<file path="src/rtl/ahbl_reg_bank_if.sv">
// AHB-Lite slave port bundle for the register bank (address/data phase signals).
// Latency: none, wires only.
// Backpressure: HREADYOUT is the slave's stall; HREADY is the bus-level ready seen by all slaves.
interface ahbl_reg_bank_if;
    logic        HSEL;
    logic [31:0] HADDR;
    logic [1:0]  HTRANS;
    logic        HWRITE;
    logic [2:0]  HSIZE;
    logic        HREADY;
    logic [31:0] HWDATA;
    logic        HREADYOUT;
    logic        HRESP;
    logic [31:0] HRDATA;

    modport master (
        output HSEL, HADDR, HTRANS, HWRITE, HSIZE, HREADY, HWDATA,
        input  HREADYOUT, HRESP, HRDATA
    );

    modport slave (
        input  HSEL, HADDR, HTRANS, HWRITE, HSIZE, HREADY, HWDATA,
        output HREADYOUT, HRESP, HRDATA
    );
endinterface

</file>
<file path="src/rtl/ahbl_reg_bank.sv">
// AHB-Lite register bank: NREGS 32-bit registers, byte-lane writes, read-only slots fed from ro_in.
// Latency: legal transfers complete with zero wait states; illegal ones take the two-cycle ERROR response.
// Backpressure: HREADYOUT drops only in the first ERROR cycle; no other stalls are generated.
module ahbl_reg_bank #(
    parameter int          NREGS   = 4,
    parameter logic [31:0] RST_VAL = 32'h0,
    parameter logic [15:0] RO_MASK = 16'h0
) (
    input  logic                  HCLK,
    input  logic                  HRESET,
    ahbl_reg_bank_if.slave        bus,
    output logic [NREGS*32-1:0]   regs_o,
    output logic [NREGS-1:0]      wr_pulse_o,
    input  logic [NREGS*32-1:0]   ro_in
);

    typedef enum logic [1:0] {IDLE, ERR1, ERR2} state_t;

    localparam logic [4:0] NREGS_W = 5'(NREGS);

    state_t      state;
    logic        hreadyout_q;
    logic        hresp_q;

    logic        dp_vld;
    logic        dp_write;
    logic [3:0]  dp_idx;
    logic [3:0]  dp_strb;
    logic        dp_wr;

    logic [3:0]  idx;
    logic [3:0]  strb;
    logic        illegal;
    logic        accept;

    // Upper address bits, transfer-type LSB and ro_in slices of writable slots carry no meaning here.
    logic        unused_bits;
    assign unused_bits = ^{ro_in, bus.HADDR[31:6], bus.HTRANS[0]};

    assign idx    = bus.HADDR[5:2];
    // The first ERROR cycle never accepts a new address phase; the bus is stalled there.
    assign accept = bus.HSEL & bus.HTRANS[1] & bus.HREADY & (state != ERR1);

    // Decode byte strobes from size/offset and flag every illegal transfer condition.
    always_comb begin
        strb    = 4'b0000;
        illegal = 1'b0;
        case (bus.HSIZE)
            3'd0: strb = 4'b0001 << bus.HADDR[1:0];
            3'd1: begin
                strb    = bus.HADDR[1] ? 4'b1100 : 4'b0011;
                illegal = bus.HADDR[0];
            end
            3'd2: begin
                strb    = 4'b1111;
                illegal = |bus.HADDR[1:0];
            end
            default: illegal = 1'b1;
        endcase
        if ({1'b0, idx} >= NREGS_W) begin
            illegal = 1'b1;
        end
        if (bus.HWRITE && RO_MASK[idx]) begin
            illegal = 1'b1;
        end
    end

    // Error-response FSM with registered HREADYOUT/HRESP.
    always_ff @(posedge HCLK) begin
        if (HRESET) begin
            state       <= IDLE;
            hreadyout_q <= 1'b1;
            hresp_q     <= 1'b0;
        end else if (state == ERR1) begin
            state       <= ERR2;
            hreadyout_q <= 1'b1;
            hresp_q     <= 1'b1;
        end else if (accept && illegal) begin
            state       <= ERR1;
            hreadyout_q <= 1'b0;
            hresp_q     <= 1'b1;
        end else begin
            state       <= IDLE;
            hreadyout_q <= 1'b1;
            hresp_q     <= 1'b0;
        end
    end

    // Capture the address phase of a legal transfer for use in its data phase.
    always_ff @(posedge HCLK) begin
        if (HRESET) begin
            dp_vld   <= 1'b0;
            dp_write <= 1'b0;
            dp_idx   <= 4'd0;
            dp_strb  <= 4'd0;
        end else begin
            dp_vld   <= accept & ~illegal;
            dp_write <= bus.HWRITE;
            dp_idx   <= idx;
            dp_strb  <= strb;
        end
    end

    // Reset in the data phase must suppress both the pulse and the register update.
    assign dp_wr         = dp_vld & dp_write & ~HRESET;
    assign bus.HREADYOUT = hreadyout_q | HRESET;
    assign bus.HRESP     = hresp_q & ~HRESET;

    for (genvar g = 0; g < NREGS; g++) begin : g_reg
        assign wr_pulse_o[g] = dp_wr && (dp_idx == 4'(g));

        if (RO_MASK[g]) begin : g_ro
            assign regs_o[g*32 +: 32] = ro_in[g*32 +: 32];
        end else begin : g_rw
            logic [31:0] r;

            // Byte-lane write from the data-phase HWDATA on the edge closing the data phase.
            always_ff @(posedge HCLK) begin
                if (HRESET) begin
                    r <= RST_VAL;
                end else if (wr_pulse_o[g]) begin
                    for (int b = 0; b < 4; b++) begin
                        if (dp_strb[b]) begin
                            r[8*b +: 8] <= bus.HWDATA[8*b +: 8];
                        end
                    end
                end
            end

            assign regs_o[g*32 +: 32] = r;
        end
    end

    // Full-word read of the indexed slot during a read data phase, zero otherwise.
    always_comb begin
        bus.HRDATA = 32'h0;
        if (dp_vld && !dp_write) begin
            for (int i = 0; i < NREGS; i++) begin
                if (dp_idx == 4'(i)) begin
                    bus.HRDATA = regs_o[i*32 +: 32];
                end
            end
        end
    end

endmodule

</file>
<file path="src/flat_wrapper.sv">
// flat-port wrapper written by rule: the top's interface ports become plain ports
module ahbl_reg_bank_flat 
#(
    parameter int          NREGS   = 4,
    parameter logic [31:0] RST_VAL = 32'h0,
    parameter logic [15:0] RO_MASK = 16'h0
)
  (HCLK, HRESET, regs_o, wr_pulse_o, ro_in, bus_HSEL, bus_HADDR, bus_HTRANS, bus_HWRITE, bus_HSIZE, bus_HREADY, bus_HWDATA, bus_HREADYOUT, bus_HRESP, bus_HRDATA);
  ahbl_reg_bank_if bus_i ();
  input  logic HCLK;
  input  logic HRESET;
  output logic [NREGS*32-1:0] regs_o;
  output logic [NREGS-1:0] wr_pulse_o;
  input  logic [NREGS*32-1:0] ro_in;
  input wire logic [$bits(bus_i.HSEL)-1:0] bus_HSEL;
  input wire logic [$bits(bus_i.HADDR)-1:0] bus_HADDR;
  input wire logic [$bits(bus_i.HTRANS)-1:0] bus_HTRANS;
  input wire logic [$bits(bus_i.HWRITE)-1:0] bus_HWRITE;
  input wire logic [$bits(bus_i.HSIZE)-1:0] bus_HSIZE;
  input wire logic [$bits(bus_i.HREADY)-1:0] bus_HREADY;
  input wire logic [$bits(bus_i.HWDATA)-1:0] bus_HWDATA;
  output wire logic [$bits(bus_i.HREADYOUT)-1:0] bus_HREADYOUT;
  output wire logic [$bits(bus_i.HRESP)-1:0] bus_HRESP;
  output wire logic [$bits(bus_i.HRDATA)-1:0] bus_HRDATA;
  assign bus_i.HSEL = bus_HSEL;
  assign bus_i.HADDR = bus_HADDR;
  assign bus_i.HTRANS = bus_HTRANS;
  assign bus_i.HWRITE = bus_HWRITE;
  assign bus_i.HSIZE = bus_HSIZE;
  assign bus_i.HREADY = bus_HREADY;
  assign bus_i.HWDATA = bus_HWDATA;
  assign bus_HREADYOUT = bus_i.HREADYOUT;
  assign bus_HRESP = bus_i.HRESP;
  assign bus_HRDATA = bus_i.HRDATA;
  ahbl_reg_bank #(.NREGS(NREGS), .RST_VAL(RST_VAL), .RO_MASK(RO_MASK)) u_core (.HCLK(HCLK), .HRESET(HRESET), .bus(bus_i), .regs_o(regs_o), .wr_pulse_o(wr_pulse_o), .ro_in(ro_in));
endmodule
</file>
<file path="config.mk">
export PLATFORM = sky130hd
export DESIGN_NAME = ahbl_reg_bank_flat
export DESIGN_NICKNAME = d
export VERILOG_FILES = /design/src/rtl/ahbl_reg_bank_if.sv /design/src/rtl/ahbl_reg_bank.sv /design/src/flat_wrapper.sv
export SDC_FILE = /design/constraint.sdc
export NUM_CORES = 1
export LEC_CHECK = 0
export ABC_AREA = 1
export BUFFER_PORTS_ARGS = -buffer_cell sky130_fd_sc_hd__buf_2
export CAP_MARGIN = 20
export CORE_AREA = 2 2 144 146
export CTS_CLUSTER_SIZE = 8
export DETAILED_ROUTE_END_ITERATION = 8
export DIE_AREA = 0 0 146 148
export PLACE_DENSITY_LB_ADDON = 0.05
export SYNTH_ARGS = -nofsm -noshare
export SYNTH_HDL_FRONTEND = slang
export SYNTH_SLANG_ARGS = --single-unit
</file>
<file path="constraint.sdc">
create_clock -name HCLK -period 1.3 [get_ports HCLK]
set_clock_uncertainty 0.05 [all_clocks]
set_input_delay 0.13 -clock HCLK [delete_from_list [all_inputs] [get_ports HCLK]]
set_output_delay 0.13 -clock HCLK [all_outputs]
set_load 0.05 [all_outputs]
</file>
======== Word-level counts from Yosys, hierarchy flattened ========
Memory sizes are Yosys's and may differ from the RTL's.
Index checks and enable logic that the tools add are counted.
cells by class
  $lt $le $gt $ge ......................... 2
  equal/unequal tests ..................... 7
  shifts and indexed selects .............. 1
  multiplexer cells ....................... 16
  bitwise gates (word level) .............. 10
  reductions and logical operators ........ 28
operators with widths
  operator             count
  $mux 32              5
  $reduce_and 2->1     16
  $pmux 4 s3           1
  $eq 4x2->1 const B   2
  $and 1x1->1          7
  $logic_and 1x1->1    7
  $mux 1               7
  $lt 4x5->1 const B   1
  $eq 4x1->1 const B   1
  $ge 4x3->1 const B   1
  $logic_not 4->1      1
  $mux 4               1
  $reduce_or 2->1      2
  $shl 1x2->4 const A  1
  $eq 3x1->1 const B   1
  $eq 3x2->1 const B   1
  $logic_not 3->1      1
  $pmux 1 s3           1
  $eq 2x1->1 const B   1
  $mux 2               1
  $ne 2x1->1 const B   1
  $not 1->1            2
  $logic_not 1->1      1
  $or 1x1->1           1
storage, ports and cells
  bits in registers ....................... 142
  ROM bits ................................ 16
  input bits .............................. 202
  output and inout bits ................... 166
  word-level logic and storage cells ...... 89
  memories ................................ 1
memories
  name              words  width  read ports  clocked after memory_dff  write ports  line                 source
  (name not given)  16     1      1           0                         0            ahbl_reg_bank.sv:63  if (bus.HWRITE && RO_MASK[idx]) begin

======== Longest topological paths before layout ========
  depth after elaboration ................. 7
  mapped depth ............................ 8
  gate-level depth less buffers ........... 7

======== Least setup slack after synthesis ========
OpenSTA, ideal clock, no wires.
  kind .................................... register -> output
  start point ............................. register u_core.dp_idx[0]
  end point ............................... output bus_HRDATA[21]
  arrival time ............................ 1.670 ns
  data required time ...................... 1.120 ns
  path slack .............................. -0.550 ns
  stages on the path, launching flop included .. 8
  buffers on the path ..................... 1
  cells stage by stage .................... dfxtp_1 inv_1 nor2_1 nand2_1 clkbuf_1 o21ai_0 nor2_1 nor2_1
between the ends
  cells in the longest elaborated chain, start to end .. 6
  elaborated cells between the ends (all ways) .. 9
  classes of those cells .................. eq/ne: 3; mux: 5; reduce/logical: 1
ends and longest elaborated chain
  what                    line                  source
  from (decl)             ahbl_reg_bank.sv:27   logic [3:0] dp_idx;
  from (signal assigned)  ahbl_reg_bank.sv:99   dp_idx <= idx;
  $logic_not 4->1         ahbl_reg_bank.sv:139  if (dp_idx == 4'(i)) begin
  $mux 32 (3 in a row)    ahbl_reg_bank.sv:139
  $mux 32 (*)             ahbl_reg_bank.sv:139
  $mux 32 (*)             ahbl_reg_bank.sv:137  if (dp_vld && !dp_write) begin
  to (decl)               flat_wrapper.sv:24    output wire logic [$bits(bus_i.HRDATA)-1:0] bus_HRDATA;
Mark *: on every way between the ends. The rest lies on a longest branch, timed or not.

======== Worst setup path in the final report ========
  start point ............................. register u_core.dp_idx[1]
  end point ............................... output bus_HRDATA[30]
The elaborated chain is that of the path after synthesis.

==> flow_metrics.tcl <==
set metrics [dict create \
    status "complete, but fails checks" \
    violations "negative setup slack" \
    drc_errors 0 \
    maxCapViolations 0 \
    start_util 0.366 \
    hold_depth 4 \
    num_vias 8019 \
    wirelength_um 25500 \
    reg2regPathDepth 11 \
    start_kind "flop" \
    worstPathArrival_ps 1760 \
    syn-num-nets 1400 \
    fin_crit_sh 1.49 \
    crit_type "flop to output pin" \
    cp_max_fo 4 \
    grt_max_degree 67 \
    hold_violations 0 \
    syn-instance-count 1198 \
    gp_congestion 0.760 \
    cp_cell_sequence "buf_6 > nand2_4 > nor2_8 > buf_12 > buf_6 > inv_4 > nor2_4 > nor2_2 > nor2_4 > buf_12" \
    cts_buffers 17 \
    async_reset_ff_frac 0 \
    synth_common_cells "nor2_1, nand2_1, inv_1" \
    cellInternalPower_mw 7.59 \
    coreArea_um2 20000 \
    place_area_um2 9280 \
    clk_pin_slew_ps 60 \
    setup_ws_ps -643 \
    instances_no_fill 1768 \
    grt_pass1_wl_um 39800 \
    synth.most_common_cell "nor2_1" \
    cts_tree "yes" \
    pwr-share-clk 0.471 \
    antenna_found_initial 0 \
    cts_num_sinks 142 \
    synth_area_leaders "dfxtp_1, nor2_1, nand2_1" \
    fill_cells 2041 \
    pwr-share-comb 0.093 \
    synthToLayoutAreaGrowth_pct 57.1 \
    power_frac_seq 0.436 \
    syn-cell-area_um2 7340 \
    fin_crit_ps 1940 \
    worstSetupEndpointType "output pin" \
    gr-usage-all-layers 0.231 \
    clockRootBuffer "clkbuf_16" \
    worst_pin_slew_ps 672 \
    cts.path.max_buffers 2 \
    synthDistinctLibCells 23 \
    wl_per_cell_um 14.4 \
    crit_family "buffers and inverters" \
    rsz0062_at_grt "true" \
    synth_top_area_share 0.387 \
    crit_required_ps 1120 \
    syn_area_per_cell_um2 6.13 \
    power_switching_mw 2.52 \
    peakVddDrop_mv 0.915 \
    stdcell_area_um2 11500 \
    n_antenna_cell 0 \
    clk_latency_ps 420 \
    fp.dieArea_um2 21600 \
    fmax_mhz 515 \
    gr-total-overflow 0 \
    dp_hpwl_um 15900 \
    setup_violations 164 \
    nNetsFinal 1690 \
    die_h_um 148 \
    dr.pass1.iters 4 \
    drive_above_1_share 0.341 \
    die_w_um 146 \
    holdCritPathClass "input port to flop" \
    grt_pass1_vias 7407 \
    cp_slowest_stage_delay_ps 380 \
    htree_levels 4 \
    synth_ff_type "dfxtp_1" \
    switching_share 0.249 \
    synth_top_area_cell "dfxtp_1" \
    first_iter_violations 358 \
    worstSetupPathDepth 10 \
    cp.buffers_inverters 5 \
    ys_ff_latch 142 \
    ios 368 \
    port_buffers 212 \
    drv_slew 0 \
    vias_per_cell 4.54 \
    max-slew-margin-rel 0.551 \
    num_rows 52 \
    synth_edf_count 0 \
    yosysWarnings 0 \
    power.total_mw 10.1 \
    power_leakage_nw 5.50 \
    critPathSlowestCell "dfxtp_4" \
    ant_nets 0 \
    dp_cells 1666 \
    yosysSeqAreaShare 0.387 \
    power_density_nw_per_um2 877 \
]
-- what timing repair did --
item	in CTS	in global routing
endpoints found under the setup margin	167	174
hold endpoints to repair	101	0
hold buffers	37	0
setup buffers	22	7
gates cloned	14	2
pin swaps	35	14
resized for setup	192	82
-- placed cells by master, fill, tap and decap left out, types with 3 or more instances in the layout --
cell type      instances
clkbuf_4               9
nand2_4                8
dfxtp_2               11
nand4_1                3
o21ai_1               27
nand3_2               29
nor2_1               284
a21oi_1               32
nand3_4               24
buf_6                 44
buf_12                22
nand3_1               39
dfxtp_1              129
inv_1                178
nor2_4                42
o21ai_2                4
nand2_1              254
clkinvlp_4             5
inv_2                  3
buf_4                 30
buf_2                163
buf_8                 14
clkinv_2               3
clkbuf_16             18
dlygate4sd3_1         37
nand2_2               47
nor2_2                20
-- worst min-delay path, stage by stage --
cell and delay [ps]:
buf_2 100, nand4_1 70, nor2_1 50, nand2_1 90
-- cells by family (layout without fill, tap and decap cells) --
logic type,count (synthesis),after routing,synth area share
flops,142,142,0.387
simple gates,748,757,0.425
compound gates,64,64,0.0436
buf+inv,244,535,0.144
-- metal layers --
metal	track usage	vias up	share of wire	wire, µm
li1	-	4152	-	-
met1	0.309	3619	0.46	11800
met5	0	-	0	0
met4	0.0524	0	0.0093	237
met2	0.383	231	0.46	11800
met3	0.0506	17	0.061	1560
-- state kept, by name (all words and copies together), names as in the netlist --
register and flops:
u_core.hresp_q 1, u_core.state 2, u_core.dp_vld 1, u_core.dp_idx 4
u_core.dp_strb 4, u_core.g.g_rw.r 128, u_core.hreadyout_q 1, u_core.dp_write 1
-- area by class of cell --
class / instances / area [µm²] / area share
Timing Repair Buffer: 323 / 2740 / 0.237
Clock buffer: 18 / 439 / 0.0381
Clock inverter: 11 / 121 / 0.0105
Sequential cell: 142 / 2860 / 0.248
Tap cell: 270 / 338 / 0.0293
Inverter: 183 / 692 / 0.0600
Multi-Input combinational cell: 821 / 4340 / 0.377
-- final timing paths --
kind / to / startpoint / slack, ps
setup / recovery: bus_HRDATA[30] / u_core.dp_idx[1] / -640
hold / removal: u_core.hreadyout_q / bus_HTRANS[1] / 8
hold reg to reg: u_core.state[1] / u_core.state[0] / 420
setup reg to reg: u_core.g_reg[1].g_rw.r[29] / u_core.dp_idx[2] / -450
-- power by group through the flow --
stage / logic (mW) / registers [mW] / clock network, mW
after floorplan: 0.391 / 4.48 / 0
after global placement: 0.714 / 4.49 / 0
after detailed placement: 0.711 / 4.49 / 0
after CTS: 0.909 / 4.41 / 4.85
after global routing: 1.02 / 4.41 / 5.08
final: 0.944 / 4.41 / 4.76
-- stage by stage --
step / TNS, ps / setup WS (ps) / hold slack [ps] / utilization
2_1_floorplan: -3230 / -132 / 180 / -
3_3_place_gp: -27680 / -277 / 304 / 0.463
3_5_place_dp: -30760 / -297 / 303 / 0.463
4_1_cts: -52200 / -649 / 4.54 / 0.564
5_1_grt: -69640 / -721 / 40.7 / 0.576
6_report: -54950 / -643 / 8.49 / 0.576
Power figures use the tool's default switching activity.
